===== src/rtl/sc_statemachine_autorepeat.sv =====
// Command FSM for the register shifter, with auto-repeat on held shift requests.
// Converts active-low clear/load buttons and a 2-bit shift selector into
// one-cycle command pulses. A held shift re-issues pulses after REPEAT_DELAY
// cycles, then every REPEAT_PERIOD cycles. Also reports the pulse count of
// the current or most recent hold.
//
// Ports
//   SC_STATEMACHINE_CLOCK_50            in   system clock, rising edge
//   SC_STATEMACHINE_RESET_InHigh        in   async reset, active high
//   SC_STATEMACHINE_clear_InLow         in   clear request, active low
//   SC_STATEMACHINE_load_InLow          in   load request, active low
//   SC_STATEMACHINE_shiftselection_In   in   01=right, 10=left, 00/11=idle
//   SC_STATEMACHINE_clear_OutLow        out  clear pulse, active low
//   SC_STATEMACHINE_load_OutLow         out  load pulse, active low
//   SC_STATEMACHINE_shiftselection_Out  out  01/10 one-cycle shift, 11=hold
//   SC_STATEMACHINE_shiftcount_Out      out  shift pulses in current/last hold
//   SC_STATEMACHINE_repeating_Out       out  high during auto-repeat phase
//
// state    | meaning
// S_RESET  | just out of reset, outputs idle
// S_START  | one settling cycle before sampling requests
// S_CHECK  | sample requests by priority clear > load > right > left
// S_CLR_P  | clear pulse, count cleared
// S_CLR_W  | wait for clear release
// S_LD_P   | load pulse
// S_LD_W   | wait for load release
// S_SH_P   | first shift pulse of a hold, count=1, timer=delay
// S_SH_W   | holding, before first repeat
// S_RP_P   | repeat shift pulse, timer=period
// S_RP_W   | holding, in repeat phase
module sc_statemachine_autorepeat #(
   parameter int REPEAT_DELAY  = 50_000_000,
   parameter int REPEAT_PERIOD = 10_000_000,
   parameter int TMR_W         = 26,
   parameter int CNT_W         = 8
) (
   input  logic             SC_STATEMACHINE_CLOCK_50,
   input  logic             SC_STATEMACHINE_RESET_InHigh,
   input  logic             SC_STATEMACHINE_clear_InLow,
   input  logic             SC_STATEMACHINE_load_InLow,
   input  logic [1:0]       SC_STATEMACHINE_shiftselection_In,
   output logic             SC_STATEMACHINE_clear_OutLow,
   output logic             SC_STATEMACHINE_load_OutLow,
   output logic [1:0]       SC_STATEMACHINE_shiftselection_Out,
   output logic [CNT_W-1:0] SC_STATEMACHINE_shiftcount_Out,
   output logic             SC_STATEMACHINE_repeating_Out
);

   typedef enum logic [3:0] {
      S_RESET = 4'd0,
      S_START = 4'd1,
      S_CHECK = 4'd2,
      S_CLR_P = 4'd3,
      S_CLR_W = 4'd4,
      S_LD_P  = 4'd5,
      S_LD_W  = 4'd6,
      S_SH_P  = 4'd7,
      S_SH_W  = 4'd8,
      S_RP_P  = 4'd9,
      S_RP_W  = 4'd10
   } state_t;

   // Timer counts down from N-1 starting in the pulse cycle, so the terminal
   // count lands on the cycle before the next pulse is due.
   localparam logic [TMR_W-1:0] DLY_LD = TMR_W'(REPEAT_DELAY - 1);
   localparam logic [TMR_W-1:0] PER_LD = TMR_W'(REPEAT_PERIOD - 1);

   state_t           state, state_nx;
   logic [TMR_W-1:0] timer, timer_nx;
   logic [CNT_W-1:0] count, count_nx;
   logic [1:0]       dir, dir_nx;

   logic clr_req, ld_req, sel_held, tmr_tc;

   assign clr_req  = ~SC_STATEMACHINE_clear_InLow;
   assign ld_req   = ~SC_STATEMACHINE_load_InLow;
   assign sel_held = (SC_STATEMACHINE_shiftselection_In == dir);
   assign tmr_tc   = (timer == '0);

   always_ff @(posedge SC_STATEMACHINE_CLOCK_50 or posedge SC_STATEMACHINE_RESET_InHigh) begin
      if (SC_STATEMACHINE_RESET_InHigh) begin
         state <= S_RESET;
         timer <= '0;
         count <= '0;
         dir   <= '0;
      end else begin
         state <= state_nx;
         timer <= timer_nx;
         count <= count_nx;
         dir   <= dir_nx;
      end
   end

   always_comb begin
      state_nx = S_CHECK;
      case (state)
         S_RESET: state_nx = S_START;
         S_START: state_nx = S_CHECK;
         S_CHECK: begin
            if (clr_req)
               state_nx = S_CLR_P;
            else if (ld_req)
               state_nx = S_LD_P;
            else if (SC_STATEMACHINE_shiftselection_In == 2'b01 ||
                     SC_STATEMACHINE_shiftselection_In == 2'b10)
               state_nx = S_SH_P;
            else
               state_nx = S_CHECK;
         end
         S_CLR_P: state_nx = S_CLR_W;
         S_CLR_W: state_nx = clr_req ? S_CLR_W : S_CHECK;
         S_LD_P:  state_nx = S_LD_W;
         S_LD_W:  state_nx = ld_req ? S_LD_W : S_CHECK;
         S_SH_P:  state_nx = S_SH_W;
         S_RP_P:  state_nx = S_RP_W;
         // Release/direction change wins over a timer expiring the same cycle.
         S_SH_W: begin
            if (!sel_held)   state_nx = S_CHECK;
            else if (tmr_tc) state_nx = S_RP_P;
            else             state_nx = S_SH_W;
         end
         S_RP_W: begin
            if (!sel_held)   state_nx = S_CHECK;
            else if (tmr_tc) state_nx = S_RP_P;
            else             state_nx = S_RP_W;
         end
         default: state_nx = S_CHECK;
      endcase
   end

   always_comb begin
      timer_nx = tmr_tc ? timer : timer - 1'b1;
      count_nx = count;
      dir_nx   = dir;
      case (state_nx)
         S_CLR_P: count_nx = '0;
         S_SH_P: begin
            timer_nx = DLY_LD;
            count_nx = CNT_W'(1);
            dir_nx   = SC_STATEMACHINE_shiftselection_In;
         end
         S_RP_P: begin
            timer_nx = PER_LD;
            count_nx = (&count) ? count : count + 1'b1;
         end
         default: ;
      endcase
   end

   always_comb begin
      SC_STATEMACHINE_clear_OutLow       = 1'b1;
      SC_STATEMACHINE_load_OutLow        = 1'b1;
      SC_STATEMACHINE_shiftselection_Out = 2'b11;
      SC_STATEMACHINE_repeating_Out      = 1'b0;
      case (state)
         S_CLR_P: SC_STATEMACHINE_clear_OutLow = 1'b0;
         S_LD_P:  SC_STATEMACHINE_load_OutLow  = 1'b0;
         S_SH_P:  SC_STATEMACHINE_shiftselection_Out = dir;
         S_RP_P: begin
            SC_STATEMACHINE_shiftselection_Out = dir;
            SC_STATEMACHINE_repeating_Out      = 1'b1;
         end
         S_RP_W:  SC_STATEMACHINE_repeating_Out = 1'b1;
         default: ;
      endcase
   end

   assign SC_STATEMACHINE_shiftcount_Out = count;

endmodule


===== config.mk =====
export PLATFORM = sky130hd
export DESIGN_NAME = sc_statemachine_autorepeat
export DESIGN_NICKNAME = d
export VERILOG_FILES = /design/src/rtl/sc_statemachine_autorepeat.sv
export SDC_FILE = /design/constraint.sdc
export NUM_CORES = 1
export LEC_CHECK = 0
export ABC_AREA = 0
export ABC_CLOCK_PERIOD_IN_PS = 3500
export BUFFER_PORTS_ARGS = -buffer_cell sky130_fd_sc_hd__buf_4
export CAP_MARGIN = 20
export CORE_UTILIZATION = 30
export CTS_CLUSTER_DIAMETER = 120
export DETAILED_ROUTE_END_ITERATION = 8
export PLACE_DENSITY = 0.52
export SLEW_MARGIN = 30
export SYNTH_ARGS = -nofsm -noshare
export SYNTH_HDL_FRONTEND = slang
export SYNTH_SLANG_ARGS = --single-unit

===== constraint.sdc =====
create_clock -name SC_STATEMACHINE_CLOCK_50 -period 3.5 [get_ports SC_STATEMACHINE_CLOCK_50]
set_clock_uncertainty 0.1 [all_clocks]
set_input_delay 0.7 -clock SC_STATEMACHINE_CLOCK_50 [delete_from_list [all_inputs] [get_ports SC_STATEMACHINE_CLOCK_50]]
set_output_delay 0.7 -clock SC_STATEMACHINE_CLOCK_50 [all_outputs]
set_load 0.02 [all_outputs]

==> results.md, run 1 <==
- Status: finished, violations left
- Violated checks: design-rule violations
- DR WL met3: 158 um
- Req. time, crit path: 3580 ps
- Total power: 1.66 mW
- H-tree Lvls: 2
- Die width: 90.8 um
- Die Area: 8240 um2
- Met1 WL: 2570 um
- Vias: 1906
- CTS resizes: 0
- Reg2Reg Launch Point: timer[0]
- Fin. max-slew vios: 0
- Slew Limit Headroom: 61.5%
- Top cells by count, synth: dfrtp_1, nand2_1, nor2_1
- Area share of the largest cell type after synthesis: 42.3%
- # Post-CTS Setup Buffers: 0
- Top-Level Pins: 19
- CTS Buffer Depth: 2
- Vias in the first global route: 1862
- TritonRoute pass-1 iters: 6
- Vias per inst: 4.96
- Rows: 32
- Mapped Avg Cell Area: 9.17 um2
- CTS Hold Bufs: 0
- Starting Density: 30.8%
- Placed wire-length estimate: 3690 um
- CTS clk-pin slew, worst paths: 80 ps
- DR WL met2: 2390 um
- CP startpoint kind: flop
- Measured slew at the worst slew-check pin: 573 ps
- DRT iter0 DRCs: 85
- Port bufs: 18
- Count leader, synth: dfrtp_1
- Maximum clock frequency: 374 MHz
- GP Congestion: 0.719
- Switching share of power: 36.0%
- Post-synthesis cell type count: 51
- Largest area contributor in the netlist: dfrtp_1
- Pleak: 1.14 nW
- VDD IR-drop max: 0.150 mV
- # setup viols final: 0
- Logic pwr share: 30.3%
- First-pass GRT wire length: 8740 um
- Worst skew pair latency: 300 ps
- Hold WS: 429 ps
- Pwr Density: 600 nW/um2
- Main area contributors after synthesis: dfrtp_1, xor2_1, nand2_1, nor2_1, xnor2_1
- Fillers: 797
- Reg-to-reg critical path endpoint: SC_STATEMACHINE_shiftcount_Out[5]
- Antenna Cells: 0
- Grt total ovfl: 0
- #FFs+latches synth: 40
- WL/cell: 13.5 um
- Post-synth EDFFs: 0
- Sequential share of the synthesized area: 42.3%
- R2R depth: 6
- Drt total wl: 5170 um
- Hold Vio Cnt, Final: 0
- Worst Hold Class: in -> async
- Layout area overhead: 16.7%
- Post-synth net total: 266
- Maxcap violations: 0
- Top sig layer: met4
- Clock power frac: 25.2%
- Share of cells above drive strength 1: 18.4%
- ANT nets after route: 0
- Flop-to-flop setup slack: 830 ps
- DRC Markers: 1
- Largest net degree at the start of global routing: 41
- Critical path arrival: 2750 ps
- Total GRT Usage: 13.2%
- Clk sink count: 40
- Core ar.: 7690 um2
- Mapped Area: 2360 um2
- Initial antenna violation count: 0
- CP max FO: 6
- Synthesized instance count: 258
- Post-route fraction of the period consumed by the critical path: 76.4%
- Pint: 1.06 mW
- Root Driver: clkbuf_8
- Setup_tns: 0 ps
- Tmin final: 2670 ps
- CP endpoint kind: flop
- Psw: 0.596 mW
- Post-synth ARST share: 100%
- Critical path class: reg -> reg
- Ys flop type: dfrtp_1
- CTS tree: yes
- Sequential share of power: 44.5%
- Nets@finish: 289
- Num CTS Buffers: 5
- Synth Warn #: 0
- RSZ-0062 raised after global routing: no
- Die Y: 90.8 um
[sequential cells by signal, indices dropped and copies added, names as in the netlist]
name / cells
dir: 2
SC_STATEMACHINE_shiftcount_Out: 8
state: 4
timer: 26
[cells by family (layout without fill, tap and decap cells)]
group | count (synthesis) | after routing | synth area share, %
flip-flops | 40 | 40 | 42.3
adder cells (fa/ha/maj) | 2 | 2 | 1.06
multiplexers | 5 | 5 | 2.22
AO/OA/AOI/OAI | 41 | 41 | 11.5
buffers and inverters | 13 | 37 | 2.49
XOR/XNOR | 24 | 24 | 8.89
AND/OR/NAND/NOR | 133 | 133 | 31.5
[worst max-delay path by stage]
stage                                         start                           endpoint  cells after the start
6_report                                   timer[0]  SC_STATEMACHINE_shiftcount_Out[5]                      6
5_1_grt                                    timer[0]  SC_STATEMACHINE_shiftcount_Out[2]                      6
4_1_cts                                    timer[0]  SC_STATEMACHINE_shiftcount_Out[2]                      6
3_5_place_dp   SC_STATEMACHINE_shiftselection_In[1]  SC_STATEMACHINE_shiftcount_Out[2]                      6
3_3_place_gp   SC_STATEMACHINE_shiftselection_In[1]  SC_STATEMACHINE_shiftcount_Out[5]                      6
2_1_floorplan                              timer[0]  SC_STATEMACHINE_shiftcount_Out[5]                      6
[power groups by stage]
stage	clock (mW)	combinational, mW	sequential [mW]
final	0.417	0.502	0.737
after global routing	0.449	0.569	0.758
after CTS	0.429	0.511	0.737
after detailed placement	0	0.508	0.745
after global placement	0	0.502	0.742
after floorplan	0	0.438	0.678
[routing by layer]
layer  vias to the layer above  global-route usage (%)
met4                         0                    4.37
met2                        24                    21.5
li1                        968                       -
met1                       910                    17.5
met3                         4                    2.44
met5                         -                       0
[stage by stage]
stage | utilization (%) | instances | setup WS (ps) | instance area (um2)
after CTS | 35.9 | 384 | 813 | 2760
after floorplan | - | 258 | 1010 | 2360
after global placement | 34.2 | 376 | 845 | 2630
final | 35.9 | 384 | 828 | 2760
after detailed placement | 34.2 | 376 | 789 | 2630
after global routing | 35.9 | 384 | 736 | 2760
[critical path, stage by stage (launching register included)]
cell	delay (ps)
dfrtp_1	420
inv_1	100
ha_1	220
or4b_2	660
or4_4	470
o21a_1	280
a211o_1	310
[area by class of cell]
type / count / area, um2 / share of cell area (%)
Multi-Input combinational cell: 205 / 1310 / 47.3
Clock inverter: 1 / 30.0 / 1.09
Timing Repair Buffer: 24 / 180 / 6.53
Clock buffer: 7 / 96.3 / 3.49
Tap cell: 102 / 128 / 4.63
Sequential cell: 40 / 1000 / 36.3
Inverter: 5 / 18.8 / 0.680
[cells in the final DEF, fill, tap and decap left out, types with 7 or more instances in the layout]
cell / instances
buf_4: 24
clkbuf_8: 7
dfrtp_1: 40
nand2_1: 32
nand3_1: 11
nand4_1: 9
nor2_1: 25
nor3_1: 10
o21ai_0: 15
xnor2_1: 10
xor2_1: 14
Power figures use the tool's default switching activity.
==> inputs of run 2 (changes only) <==
--- a/config.mk
+++ b/config.mk
@@ -6,13 +6,13 @@
 export NUM_CORES = 1
 export LEC_CHECK = 0
 export ABC_AREA = 0
-export ABC_CLOCK_PERIOD_IN_PS = 3500
+export ABC_CLOCK_PERIOD_IN_PS = 2450
 export BUFFER_PORTS_ARGS = -buffer_cell sky130_fd_sc_hd__buf_4
 export CAP_MARGIN = 20
 export CORE_UTILIZATION = 30
 export CTS_CLUSTER_DIAMETER = 120
 export DETAILED_ROUTE_END_ITERATION = 8
-export PLACE_DENSITY = 0.52
+export PLACE_DENSITY = 0.53
 export SLEW_MARGIN = 30
 export SYNTH_ARGS = -nofsm -noshare
 export SYNTH_HDL_FRONTEND = slang
==> constraint.sdc (replaced) <==
create_clock -name SC_STATEMACHINE_CLOCK_50 -period 2.45 [get_ports SC_STATEMACHINE_CLOCK_50]
set_clock_uncertainty 0.1 [all_clocks]
set_input_delay 0.49 -clock SC_STATEMACHINE_CLOCK_50 [delete_from_list [all_inputs] [get_ports SC_STATEMACHINE_CLOCK_50]]
set_output_delay 0.49 -clock SC_STATEMACHINE_CLOCK_50 [all_outputs]
set_load 0.02 [all_outputs]
==> run 2 against run 1 <==
Against the previous run:
- the flow now finishes without violations
- total power increased by 44%
- sequential share of layout area decreased by 1.6 points
- critical path depth is the same
- worst hold slack got worse by 210 ps
- count of clock-buffer cells in the layout down 1
- clock power up 27%
- cell count rose by 3.4%
- critical path type unchanged
- largest power group unchanged
- highest routed layer unchanged
==> results.md, run 2 (synthesis gave the netlist of run 1 again) <==
- Vias: 1957 (+2.7%)
- Worst skew pair latency: 290 ps (about the same)
- Most common cell after layout, fill and taps aside: dfrtp_1
- Maximum clock frequency: 429 MHz (+15%)
- Reg2Reg Launch Point: timer[1]
- Grt total ovfl: 0 (unchanged)
- Largest reg by FF count: timer
- CP top delay family: simple AND/OR/NAND/NOR gates
- Critical path class: reg -> reg
- Clk sink count: 40 (unchanged)
- Status: complete, no violations
- Core ar.: 7690 um2 (unchanged)
- Final Instance Area: 2890 um2 (+4.6%)
- Die Y: 90.8 um (unchanged)
- Die Area: 8240 um2 (unchanged)
- CP endpoint kind: flop
- Crit-path slowest cell: or4b_4
- Post-DP Area: 2750 um2 (+4.3%)
- Antenna Cells: 0 (unchanged)
- Vias per inst: 4.93 (-0.69%)
- DRC Markers: 0 (-1)
- Port bufs: 18 (unchanged)
- CTS Buffer Depth: 2 (unchanged)
- H-tree Lvls: 2 (unchanged)
- Max FFs per register: 26 (unchanged)
- Num CTS Buffers: 5 (unchanged)
- Req. time, crit path: 2530 ps (-1050 ps)
- TritonRoute pass-1 iters: 4 (-2)
- Reg-to-reg critical path endpoint: SC_STATEMACHINE_shiftcount_Out[5]
- Rows: 32 (unchanged)
- First-pass GRT wire length: 9170 um (+4.9%)
- CP startpoint kind: flop
- GP Congestion: 0.792 (+10%)
- Slowest stage delay, CP: 470 ps (-190 ps)
- VDD IR-drop max: 0.256 mV (+70%)
- Top-Level Pins: 19 (unchanged)
- Worst path buffer plus inverter count: 1 (unchanged)
- Total GRT Usage: 14.0% (+0.83 points)
- Setup_tns: 0 ps (unchanged)
- Share of cells above drive strength 1: 23.4% (+5.0 points)
- Worst Hold Class: in -> async
- Placed wire-length estimate: 3830 um (+3.7%)
- Starting Density: 30.8% (unchanged)
- Measured slew at the worst slew-check pin: 654 ps (+80.1 ps)
- Flop-to-flop setup slack: 120 ps (-710 ps)
- Root Driver: clkbuf_8
- CTS clk-pin slew, worst paths: 80 ps (about the same)
- Fillers: 768 (-3.6%)
- Die width: 90.8 um (unchanged)
- Tmin final: 2330 ps (-340 ps)
- Commonest non-fill, non-tap cells in the layout: dfrtp_1, buf_4, nand2_1
- Nets@finish: 302 (+4.5%)
- Largest net degree at the start of global routing: 41 (unchanged)
- Critical path arrival: 2410 ps (-340 ps)
- Drt total wl: 5150 um (-0.37%)
- Initial antenna violation count: 0 (unchanged)
- Hold Vio Cnt, Final: 0 (unchanged)
- RSZ-0062 raised after global routing: no
- R2R depth: 6 (unchanged)
- Critical path cell sequence: inv_1 -> ha_4 -> or4b_4 -> or4_4 -> o21a_4 -> a211o_1
- CP max FO: 6 (unchanged)
- Post-route fraction of the period consumed by the critical path: 95.2% (+19 points)
- Slew Limit Headroom: 56.2% (-5.2 points)
- Pleak: 1.20 nW (+5.4%)
- Pwr Density: 829 nW/um2 (+38%)
- Fin. max-slew vios: 0 (unchanged)
- Layout area overhead: 22.0%
- CTS tree: yes
- WL/cell: 13.0 um (-3.6%)
- Maxcap violations: 0 (unchanged)
- DRT iter0 DRCs: 99 (+16%)
- Vias in the first global route: 1940 (+4.2%)
- ANT nets after route: 0 (unchanged)
- Total power: 2.39 mW (+44%)
- # setup viols final: 0 (unchanged)
-- run 2: cell types whose count changed in the layout (fill, tap and decap cells not counted), sizes merged --
cell and delta:
clkbuf -1, clkinv +1, buf +13
-- run 2: worst reg2reg max path: stages, from the launching register on --
cell and delay (ps):
dfrtp_1 410, inv_1 120, ha_4 160, or4b_4 470, or4_4 440, o21a_4 230
a211o_1 290
-- run 2: timing repair --
action                     in CTS  in global routing
setup endpoints to repair       0                 15
hold endpoints to repair        0                  0
gates resized for setup         0                  8
hold buffers                    0                  0
buffers inserted                0                  0
-- run 2: cell type report --
type	instances	area (um2)	share of cell area, %
multi-input combinational	205	1340	46.4
tap	102	128	4.42
inverter	5	18.8	0.650
timing repair buffer	37	290	10.1
clock inverter	2	35.0	1.21
sequential	40	1000	34.7
clock buffer	6	72.6	2.52
-- run 2: through the flow --
step	util (%)	hold slack (ps)	cells	worst slack, ps
after floorplan	-	384	258	48.4
after global placement	35.7	421	389	64.1
after detailed placement	35.7	416	389	35.0
after CTS	37.1	248	397	27.7
after global routing	37.5	291	397	29.1
final	37.5	217	397	117
-- run 2: worst max path at each step --
stage	start	to	slack (ps)	cells past startpoint
finish	timer[1]	SC_STATEMACHINE_shiftcount_Out[5]	120	6
global route	state[3]	SC_STATEMACHINE_shiftselection_Out[0]	30	5
CTS	timer[1]	SC_STATEMACHINE_shiftcount_Out[5]	30	6
detailed placement	timer[1]	SC_STATEMACHINE_shiftcount_Out[5]	40	6
global placement	SC_STATEMACHINE_shiftselection_In[0]	SC_STATEMACHINE_shiftcount_Out[2]	60	6
floorplan	timer[0]	SC_STATEMACHINE_shiftcount_Out[1]	50	7
-- run 2: metal layers --
layer	global-route usage [%]	vias up	part of all wire, %
li1	-	995	-
met1	18.4	934	49
met2	23.1	22	47
met3	2.86	6	3.3
met4	4.23	0	1.3
met5	0	-	0
-- run 2: report_power, final --
part,switching [mW],leakage (nW),total (mW),internal (mW)
Sequential,0.220,0.467,1.04,0.819
Clock,0.229,0.0552,0.531,0.302
Combinational,0.421,0.675,0.821,0.401
==> inputs of run 3 (changes only) <==
--- a/config.mk
+++ b/config.mk
@@ -6,13 +6,14 @@
 export NUM_CORES = 1
 export LEC_CHECK = 0
 export ABC_AREA = 0
-export ABC_CLOCK_PERIOD_IN_PS = 2450
+export ABC_CLOCK_PERIOD_IN_PS = 2300
 export BUFFER_PORTS_ARGS = -buffer_cell sky130_fd_sc_hd__buf_4
 export CAP_MARGIN = 20
+export CORE_MARGIN = 5
 export CORE_UTILIZATION = 30
 export CTS_CLUSTER_DIAMETER = 120
 export DETAILED_ROUTE_END_ITERATION = 8
-export PLACE_DENSITY = 0.53
+export PLACE_DENSITY = 0.52
 export SLEW_MARGIN = 30
 export SYNTH_ARGS = -nofsm -noshare
 export SYNTH_HDL_FRONTEND = slang
==> constraint.sdc (replaced) <==
create_clock -name SC_STATEMACHINE_CLOCK_50 -period 2.3 [get_ports SC_STATEMACHINE_CLOCK_50]
set_clock_uncertainty 0.1 [all_clocks]
set_input_delay 0.46 -clock SC_STATEMACHINE_CLOCK_50 [delete_from_list [all_inputs] [get_ports SC_STATEMACHINE_CLOCK_50]]
set_output_delay 0.46 -clock SC_STATEMACHINE_CLOCK_50 [all_outputs]
set_load 0.02 [all_outputs]
==> run 3 against run 2 <==
Against the previous run:
- wire length up 10%
- count of clock-buffer cells in the layout down 1
- via count up 5.0%
- combinational power up 32%
- worst hold slack worse by 21 ps
- core utilization up 2.7 points
- cell count up 5.0%
- total power up 23%
- register-to-register slack worse by 50 ps
- largest cell class unchanged
- highest routed layer unchanged
==> results.md, run 3 (synthesis gave the netlist of run 1 again) <==
- Starting Density: 30.8% (unchanged)
- Sequential share of power: 36.0% (-7.5 points)
- Measured slew at the worst slew-check pin: 519 ps (-134 ps)
- Fin. max-slew vios: 0 (unchanged)
- Root Driver: clkbuf_8
- Pleak: 1.31 nW (+9.5%)
- Drt total wl: 5670 um (+10%)
- Hold Vio Cnt, Final: 0 (unchanged)
- Req. time, crit path: 2390 ps (-140 ps)
- Tmin final: 2230 ps (-97.9 ps)
- Maximum clock frequency: 447 MHz (+4.4%)
- DRT iter0 DRCs: 86 (-13%)
- Critical path class: reg -> reg
- CP max FO: 6 (unchanged)
- Core ar.: 7690 um2 (unchanged)
- Largest net degree at the start of global routing: 41 (unchanged)
- Grt total ovfl: 0 (unchanged)
- Share of cells above drive strength 1: 29.8% (+6.5 points)
- Psw: 0.984 mW (+13%)
- Initial antenna violation count: 0 (unchanged)
- Die Y: 98.8 um (+8.8%)
- CP endpoint kind: flop
- Largest reg by FF count: timer
- Commonest non-fill, non-tap cells in the layout: buf_4, dfrtp_1, nand2_1
- Pint: 1.95 mW (+28%)
- Antenna Cells: 0 (unchanged)
- Clk sink count: 40 (unchanged)
- Num CTS Buffers: 5 (unchanged)
- GP Congestion: 0.766 (-3.3%)
- Die Area: 9760 um2 (+18%)
- Maxcap violations: 0 (unchanged)
- Layout area overhead: 30.7%
- Vias: 2054 (+5.0%)
- Pwr Density: 950 nW/um2 (+15%)
- Nets@finish: 322 (+6.6%)
- Hold WS: 196 ps (-21.2 ps)
- Vias per inst: 4.93 (about the same)
- H-tree Lvls: 2 (unchanged)
- CTS tree: yes
- Total GRT Usage: 12.1% (-1.9 points)
- Worst Hold Class: in -> async
- Post-route fraction of the period consumed by the critical path: 97.2% (+2.0 points)
- TritonRoute pass-1 iters: 4 (unchanged)
- Max FFs per register: 26 (unchanged)
- DRC Markers: 0 (unchanged)
- Port bufs: 18 (unchanged)
- Logic pwr share: 36.8% (+2.5 points)
- Top-Level Pins: 19 (unchanged)
- Final Worst Setup Slack: 65.2 ps (-52.1 ps)
- Switching share of power: 33.5% (-2.8 points)
- CTS clk-pin slew, worst paths: 90 ps (about the same)
- ANT nets after route: 0 (unchanged)
- Most common cell after layout, fill and taps aside: buf_4
- Slew Limit Headroom: 65.4% (+9.2 points)
- Worst skew pair latency: 300 ps (about the same)
- # setup viols final: 0 (unchanged)
- CP startpoint kind: flop
- Vias in the first global route: 1982 (+2.2%)
- Clock power frac: 27.2% (+5.0 points)
- First-pass GRT wire length: 9610 um (+4.8%)
- Placed wire-length estimate: 4130 um (+7.9%)
- CTS Buffer Depth: 2 (unchanged)
- WL/cell: 13.6 um (+4.8%)
- Setup_tns: 0 ps (unchanged)
- VDD IR-drop max: 0.286 mV (+12%)
- Critical path arrival: 2330 ps (-80 ps)
- Rows: 32 (unchanged)
- Status: complete, no violations
- Final Core Density: 40.2% (+2.7 points)
- Pre-CTS setup slack: -56.4 ps (-91.4 ps)
- Die width: 98.8 um (+8.8%)
## run 3: changes by cell type in the layout (fill, tap and decap cells not counted), sizes merged
cell	previous run	this run
clkinv	1	0
bufinv	1	3
buf	37	57
clkbuf	6	5
## run 3: worst max-delay path: stages (launching register included)
cell     delay [ps]
dfrtp_1         390
inv_2            90
ha_4            130
or4b_4          460
or4_4           440
o21a_4          230
a211o_1         280
## run 3: worst paths after layout
check | start | end | slack (ps) | cells after the start
worst max-delay path | timer[0] | SC_STATEMACHINE_shiftcount_Out[2] | 70 | 6
max in group asynchronous | SC_STATEMACHINE_RESET_InHigh | state[3] | 1530 | 3
worst max register to register | timer[0] | SC_STATEMACHINE_shiftcount_Out[2] | 70 | 6
min in group SC_STATEMACHINE_CLOCK_50 | SC_STATEMACHINE_shiftselection_In[1] | dir[0] | 380 | 3
worst min register to register | dir[0] | dir[0] | 430 | 2
worst min-delay path | SC_STATEMACHINE_RESET_InHigh | SC_STATEMACHINE_shiftcount_Out[2] | 200 | 3
## run 3: power by group through the flow
stage               logic [mW]  registers [mW]  clock network, mW
global route              1.21            1.08              0.850
CTS                       1.03            1.05              0.823
floorplan                0.668            1.03                  0
finish                    1.08            1.06              0.799
detailed placement        1.02            1.06                  0
global placement          1.01            1.06                  0
## run 3: stage by stage
stage,instance area [um2],std cells,power (mW)
floorplan,2370,258,1.70
global placement,2870,407,2.07
detailed placement,2870,407,2.08
CTS,3040,415,2.91
global route,3090,417,3.15
finish,3090,417,2.94
## run 3: layout make-up
type | count | area [um2]
Timing Repair Buffer | 57 | 432
Multi-Input combinational cell | 205 | 1350
Fill cell | 798 | 4600
Clock buffer | 5 | 68.8
Clock inverter | 3 | 90.1
Tap cell | 102 | 128
Sequential cell | 40 | 1000
Inverter | 5 | 18.8
## run 3: per-layer routing
metal	global-route usage (%)	vias to the layer above	wire (um)	share of wire, %
li1	-	1035	-	-
met1	16.7	995	2850	50
met2	19.4	17	2610	46
met3	2.48	7	141	2.5
met4	3.15	0	68	1.2
met5	0	-	0	0
## run 3: what timing repair did
action	CTS	global route
pin swaps	0	1
hold buffers	0	0
resized for setup	2	11
setup endpoints to repair	3	24
setup buffers	0	2
